### src/rtl/nes_rate_select.sv
// NES-pad rate chooser: debounced buttons select one of N_RATES tick rates; switching happens on tick boundaries.
// Optional `RATE_CYCLE_EN: Start/Select step the selection up/down with wraparound.
module nes_rate_select #(
    parameter int unsigned N_RATES     = 4,
    parameter int unsigned BASE_DIV    = 1000,
    parameter int unsigned DIV_SHIFT   = 1,
    parameter int unsigned CNT_W       = 24,
    parameter int unsigned DEB_CYCLES  = 16,
    parameter int unsigned DEFAULT_SEL = 0
) (
    input  logic                       clk,
    input  logic                       reset_n,
    input  logic [7:0]                 btn_n,
    input  logic                       hold,
    output logic                       tick,
    output logic [$clog2(N_RATES)-1:0] cur_sel,
    output logic                       pend_valid,
    output logic                       sel_changed
);
    localparam int unsigned SEL_W = $clog2(N_RATES);
    localparam int unsigned DEB_W = $clog2(DEB_CYCLES + 1);

    logic [7:0]             sync1_q, sync1_d;
    logic [7:0]             sync2_q, sync2_d;
    logic [7:0]             deb_q, deb_d;
    logic [7:0][DEB_W-1:0]  deb_cnt_q, deb_cnt_d;
    logic [7:0]             press_q, press_d;
    logic [CNT_W-1:0]       cnt_q, cnt_d;
    logic [SEL_W-1:0]       cur_sel_q, cur_sel_d;
    logic [SEL_W-1:0]       pend_sel_q, pend_sel_d;
    logic                   pend_valid_q, pend_valid_d;
    logic                   tick_q, tick_d;
    logic                   sel_changed_q, sel_changed_d;

    logic                   req_valid;
    logic [SEL_W-1:0]       req_sel;
    logic [CNT_W-1:0]       divisor;
    logic                   wrap;
`ifdef RATE_CYCLE_EN
    logic [SEL_W-1:0]       step_base;
`endif

    always_comb begin
        sync1_d   = btn_n;
        sync2_d   = sync1_q;
        deb_d     = deb_q;
        deb_cnt_d = deb_cnt_q;
        for (int unsigned i = 0; i < 8; i++) begin
            if (sync2_q[i] == deb_q[i]) begin
                deb_cnt_d[i] = '0;
            end else if (deb_cnt_q[i] == DEB_W'(DEB_CYCLES - 1)) begin
                deb_d[i]     = sync2_q[i];
                deb_cnt_d[i] = '0;
            end else begin
                deb_cnt_d[i] = deb_cnt_q[i] + DEB_W'(1);
            end
        end
        press_d = deb_q & ~deb_d;
    end

    // D-pad first (Down > Left > Right > Up); indices beyond N_RATES are filtered out.
    always_comb begin
        req_valid = 1'b0;
        req_sel   = '0;
        if (press_q[5]) begin
            req_valid = 1'b1;
            req_sel   = SEL_W'(0);
        end else if (press_q[6]) begin
            req_valid = 1'b1;
            req_sel   = SEL_W'(1);
        end else if (press_q[7] && N_RATES > 2) begin
            req_valid = 1'b1;
            req_sel   = SEL_W'(2);
        end else if (press_q[4] && N_RATES > 3) begin
            req_valid = 1'b1;
            req_sel   = SEL_W'(3);
        end
`ifdef RATE_CYCLE_EN
        step_base = pend_valid_q ? pend_sel_q : cur_sel_q;
        if (!req_valid && press_q[3]) begin
            req_valid = 1'b1;
            req_sel   = (step_base == SEL_W'(N_RATES - 1)) ? '0 : step_base + SEL_W'(1);
        end else if (!req_valid && press_q[2]) begin
            req_valid = 1'b1;
            req_sel   = (step_base == '0) ? SEL_W'(N_RATES - 1) : step_base - SEL_W'(1);
        end
`endif
    end

    always_comb begin
        divisor       = CNT_W'(BASE_DIV) << (32'(cur_sel_q) * DIV_SHIFT);
        wrap          = !hold && (cnt_q == divisor - CNT_W'(1));
        cnt_d         = cnt_q;
        cur_sel_d     = cur_sel_q;
        pend_sel_d    = pend_sel_q;
        pend_valid_d  = pend_valid_q;
        if (wrap) begin
            cnt_d = '0;
        end else if (!hold) begin
            cnt_d = cnt_q + CNT_W'(1);
        end
        if (wrap && pend_valid_q) begin
            cur_sel_d    = pend_sel_q;
            pend_valid_d = 1'b0;
        end
        // Applied after the switch so a press on the wrap cycle queues for the next boundary.
        if (req_valid && !(req_sel == cur_sel_q && !pend_valid_q)) begin
            pend_valid_d = 1'b1;
            pend_sel_d   = req_sel;
        end
        tick_d        = wrap;
        sel_changed_d = wrap && pend_valid_q;
    end

    always_ff @(posedge clk or negedge reset_n) begin
        if (!reset_n) begin
            sync1_q       <= '1;
            sync2_q       <= '1;
            deb_q         <= '1;
            deb_cnt_q     <= '0;
            press_q       <= '0;
            cnt_q         <= '0;
            cur_sel_q     <= SEL_W'(DEFAULT_SEL);
            pend_sel_q    <= '0;
            pend_valid_q  <= 1'b0;
            tick_q        <= 1'b0;
            sel_changed_q <= 1'b0;
        end else begin
            sync1_q       <= sync1_d;
            sync2_q       <= sync2_d;
            deb_q         <= deb_d;
            deb_cnt_q     <= deb_cnt_d;
            press_q       <= press_d;
            cnt_q         <= cnt_d;
            cur_sel_q     <= cur_sel_d;
            pend_sel_q    <= pend_sel_d;
            pend_valid_q  <= pend_valid_d;
            tick_q        <= tick_d;
            sel_changed_q <= sel_changed_d;
        end
    end

    assign tick        = tick_q;
    assign cur_sel     = cur_sel_q;
    assign pend_valid  = pend_valid_q;
    assign sel_changed = sel_changed_q;
endmodule

### config.mk
export PLATFORM = sky130hd
export DESIGN_NAME = nes_rate_select
export DESIGN_NICKNAME = d
export VERILOG_FILES = /design/src/rtl/nes_rate_select.sv
export SDC_FILE = /design/constraint.sdc
export NUM_CORES = 1
export LEC_CHECK = 0
export CORE_MARGIN = 5
export CORE_UTILIZATION = 62
export CTS_BUF_LIST = sky130_fd_sc_hd__clkbuf_4 sky130_fd_sc_hd__clkbuf_8
export DETAILED_ROUTE_END_ITERATION = 12
export PLACE_DENSITY = 0.83
export RECOVER_POWER = 100
export SETUP_SLACK_MARGIN = 0.5
export SLEW_MARGIN = 10
export SYNTH_ARGS = -nofsm -noshare
export SYNTH_HDL_FRONTEND = slang
export SYNTH_SLANG_ARGS = --single-unit
export TNS_END_PERCENT = 10
### constraint.sdc
create_clock -name clk -period 2.6 [get_ports clk]
set_input_delay 0.52 -clock clk [delete_from_list [all_inputs] [get_ports clk]]
set_output_delay 0.52 -clock clk [all_outputs]
set_load 0.02 [all_outputs]
==> summary.md <==
| Metric | Value |
|---|---|
| Port bufs | `11` |
| Critical Path RT | `2.81 ns` |
| Lkg Pwr | `1.62 nW` |
| Skew final | `0.00812 ns` |
| Row count | `25` |
| Worst setup SP type | `register` |
| Peak VDD IR | `0.476 mV` |
| Routability Congestion | `0.818` |
| Post-synthesis sequential area ratio | `0.564` |
| Die ar. | `0.00633 sq mm` |
| Final antenna-violating net count | `0` |
| Met2 WL | `2.39 mm` |
| Clock Path Buffers | `2` |
| CP Cell Sequence | `inv_1 -> ha_1 -> xor2_1 -> nand4_1 -> nor3_1 -> and2_0 -> buf_4 -> o21ai_0` |
| Count leader, synth | `dfrtp_1` |
| Fin crit period | `2.15 ns` |
| Htree depth | `3` |
| Period utilisation layout | `0.826` |
| Commonest register cell after synthesis | `dfrtp_1` |
| Hold Buf Count CTS | `0` |
| Pre-antenna DRT Iters | `5` |
| Die span in x | `79.6 microns` |
| FF-to-FF Start | `cur_sel[0]$_DFFE_PN0P_` |
| Slowest CP cell | `dfrtp_1` |
| Met3 routed WL | `150 microns` |
| Area leader, netlist | `dfrtp_1` |
| Worst hold path stage count | `0` |
| Clock transition at the registers of the reported paths | `0.07 ns` |
| Endpoints failing hold | `0` |
| Core area | `0.00472 sq mm` |
| Vias in the first global route | `1948` |
| Share of post-route cells with drive strength above 1 | `0.140` |
| FF-to-FF setup slack | `0.45 ns` |
| Setup repair bufs after CTS | `0` |
| Post-placement cell count | `343` |
| CTS Buf Count | `9` |
| Worst hold path type | `reg -> reg` |
| Post-cts resize count | `0` |
| Synth cell types | `41` |
| Initial antenna violation count | `0` |
| Starting Density | `0.635` |
| CP endpoint kind | `register` |
| Syn nets | `284` |
| DRC Markers | `0` |
| Pwr per Cell Area | `653 mW/mm^2` |
| Max-capacitance violation count | `1` |
| Routed vias | `1896` |
| Max layer used | `met4` |
| Clk_lat worst skew | `0.34 ns` |
| Place WS | `0.290 ns` |
| Synthesized flop and latch total | `67` |
| Critical Path AT | `2.36 ns` |
| Worst rel slew slack | `-0.0343` |
| Avg Synthesized Cell Area | `11.4 sq um` |
| Area Growth Syn to Fin | `14.0%` |
| GRT Util Overall | `0.183` |
| I/O pin cnt | `16` |
| Hold endpoint | `sync2_q[6]$_DFF_PN1_` |
| Post-synth EDFFs | `0` |
| Area share of the largest cell type after synthesis | `0.459` |
| Reg2reg end | `cnt_q[0]$_DFFE_PN0P_` |
| Setup TNS after final layout | `0 ns` |
| First-pass GRT wire length | `8.67 mm` |
| M1 wire length | `2.20 mm` |
| Worst setup margin | `0.453 ns` |
| Register-to-Register Path Depth | `8` |
| WS Path Type | `reg -> reg` |
| FMAX | `0.466 GHz` |
| Top post-synthesis cells by area | `dfrtp_1, dfstp_2, xor2_1, xnor2_1, ha_1` |
| Mapped Cells | `263` |
| Syn. warnings | `0` |
| Largest net degree at the start of global routing | `41` |
| Chip height | `79.6 microns` |
| Total global routing overflow | `0` |
| Final WL | `4.87 mm` |
| Fill cells | `324` |
| DR WL/cell | `13.6 microns` |
| Hold Crit Start | `sync1_q[6]$_DFF_PN1_` |
| Clock sinks | `67` |
| Hold slack | `0.358 ns` |
| Status | `finished, violations left` |
| TritonCTS clock tree | `done` |
| Root Driver | `clkbuf_8` |
| Max incr delay on CP | `0.54 ns` |
| Final setup fails | `0` |
| Final #Nets | `308` |
| Post-DP HPWL | `3.40 mm` |
| Synthesized area | `0.00300 sq mm` |
| Routed vias/inst | `5.28` |
| Failing checks | `capacitance limit, slew limit` |
| Diode count | `0` |
| Final cell count without fillers | `359` |
| Crit-path max FO | `9` |
| Asr flop ratio synth | `1.00` |
| Top cells by count, synth | `dfrtp_1, nor2_1, xor2_1` |
| DR iter-0 viols | `65` |
| Fin. max-slew vios | `28` |
| Unrepaired setup endpoints after global routing | `false` |
| Measured slew at the worst slew-check pin | `1.55 ns` |
==> state kept, by name (all words and copies together) (netlist names) <==
register	cells
deb_q	4
cur_sel	2
sel_changed	1
sync2_q	4
tick	1
pend_sel_q	2
pend_valid	1
press_q	4
sync1_q	4
cnt_q	24
deb_cnt_q	20
==> logic make-up (layout without fill, tap and decap cells) <==
family	after synthesis	after routing	synth area share
simple gates	107	107	0.188
mux	9	9	0.0330
xor+xnor	39	39	0.114
flops	67	67	0.564
compound gates	18	18	0.0392
fa+ha+maj	10	10	0.0417
buf+inv	13	42	0.0200
==> placed cells by master (no fill, tap or decap), types with 2 or more instances in the layout <==
master / Yosys / routed
a21oi_1: 2 / 2
and2_0: 0 / 4
and3_1: 6 / 6
and3b_1: 2 / 2
and4_1: 2 / 2
buf_4: 1 / 2
clkbuf_1: 0 / 2
clkbuf_4: 0 / 2
clkbuf_8: 0 / 12
dfrtp_1: 55 / 54
dfstp_2: 12 / 11
dlygate4sd3_1: 0 / 10
ha_1: 10 / 10
inv_1: 11 / 11
mux2_2: 7 / 7
mux2i_1: 2 / 2
nand2_1: 15 / 15
nand2b_1: 3 / 3
nand3_1: 15 / 15
nand4_1: 3 / 3
nand4b_1: 2 / 2
nor2_1: 33 / 33
nor2b_1: 3 / 3
nor3_1: 4 / 5
nor3b_1: 2 / 2
nor4_1: 3 / 3
nor4b_1: 4 / 4
o21ai_0: 8 / 8
xnor2_1: 18 / 18
xor2_1: 21 / 21
==> area by class of cell <==
| cell class | instances | area, sq um | area share |
|---|---|---|---|
| well taps | 67 | 83.8 | 0.0245 |
| multi-input cells | 183 | 1240 | 0.363 |
| repair buffers | 15 | 143 | 0.0417 |
| inverters | 11 | 41.3 | 0.0121 |
| clock buffers | 14 | 180 | 0.0527 |
| flip-flops and latches | 67 | 1690 | 0.495 |
| clock inverters | 2 | 35.0 | 0.0102 |
==> critical path: cells and delay by family, from the launching register on <==
| kind | cells | cell delay (ns) |
|---|---|---|
| AOI/OAI and AO/OA | 1 | 0.10 |
| xor gates and xnor gates | 1 | 0.15 |
| adders and majority gates | 1 | 0.31 |
| buffers and inverters | 2 | 0.30 |
| DFF | 1 | 0.54 |
| and+or+nand+nor | 3 | 0.61 |
==> report_power, final <==
part,switching (W),internal [W]
sequential,0.0000686,0.00111
clock,0.000356,0.000542
combinational,0.0000839,0.0000753
total,0.000509,0.00172
==> per-layer routing <==
layer,vias up,track usage
li1,941,-
met5,-,0
met2,25,0.294
met1,921,0.221
met4,0,0.105
met3,9,0.0508
==> stage by stage <==
stage | cell area [sq um] | utilization | power (W)
6_report | 3420 | 0.724 | 0.00223
3_3_place_gp | 3210 | 0.680 | 0.00134
2_1_floorplan | 3000 | - | 0.00129
5_1_grt | 3420 | 0.724 | 0.00235
3_5_place_dp | 3210 | 0.680 | 0.00135
4_1_cts | 3430 | 0.726 | 0.00226
==> worst max-delay path by stage <==
stage | start | depth (start not counted) | endpoint
after floorplan | cur_sel[1]$_DFFE_PN0P_ | 9 | cnt_q[13]$_DFFE_PN0P_
after global placement | hold | 6 | cnt_q[23]$_DFFE_PN0P_
after detailed placement | hold | 6 | cnt_q[23]$_DFFE_PN0P_
after CTS | cur_sel[0]$_DFFE_PN0P_ | 1 | cur_sel[0]
after global routing | cur_sel[0]$_DFFE_PN0P_ | 8 | cnt_q[1]$_DFFE_PN0P_
final | cur_sel[0]$_DFFE_PN0P_ | 8 | cnt_q[0]$_DFFE_PN0P_
Power figures use the tool's default switching activity.
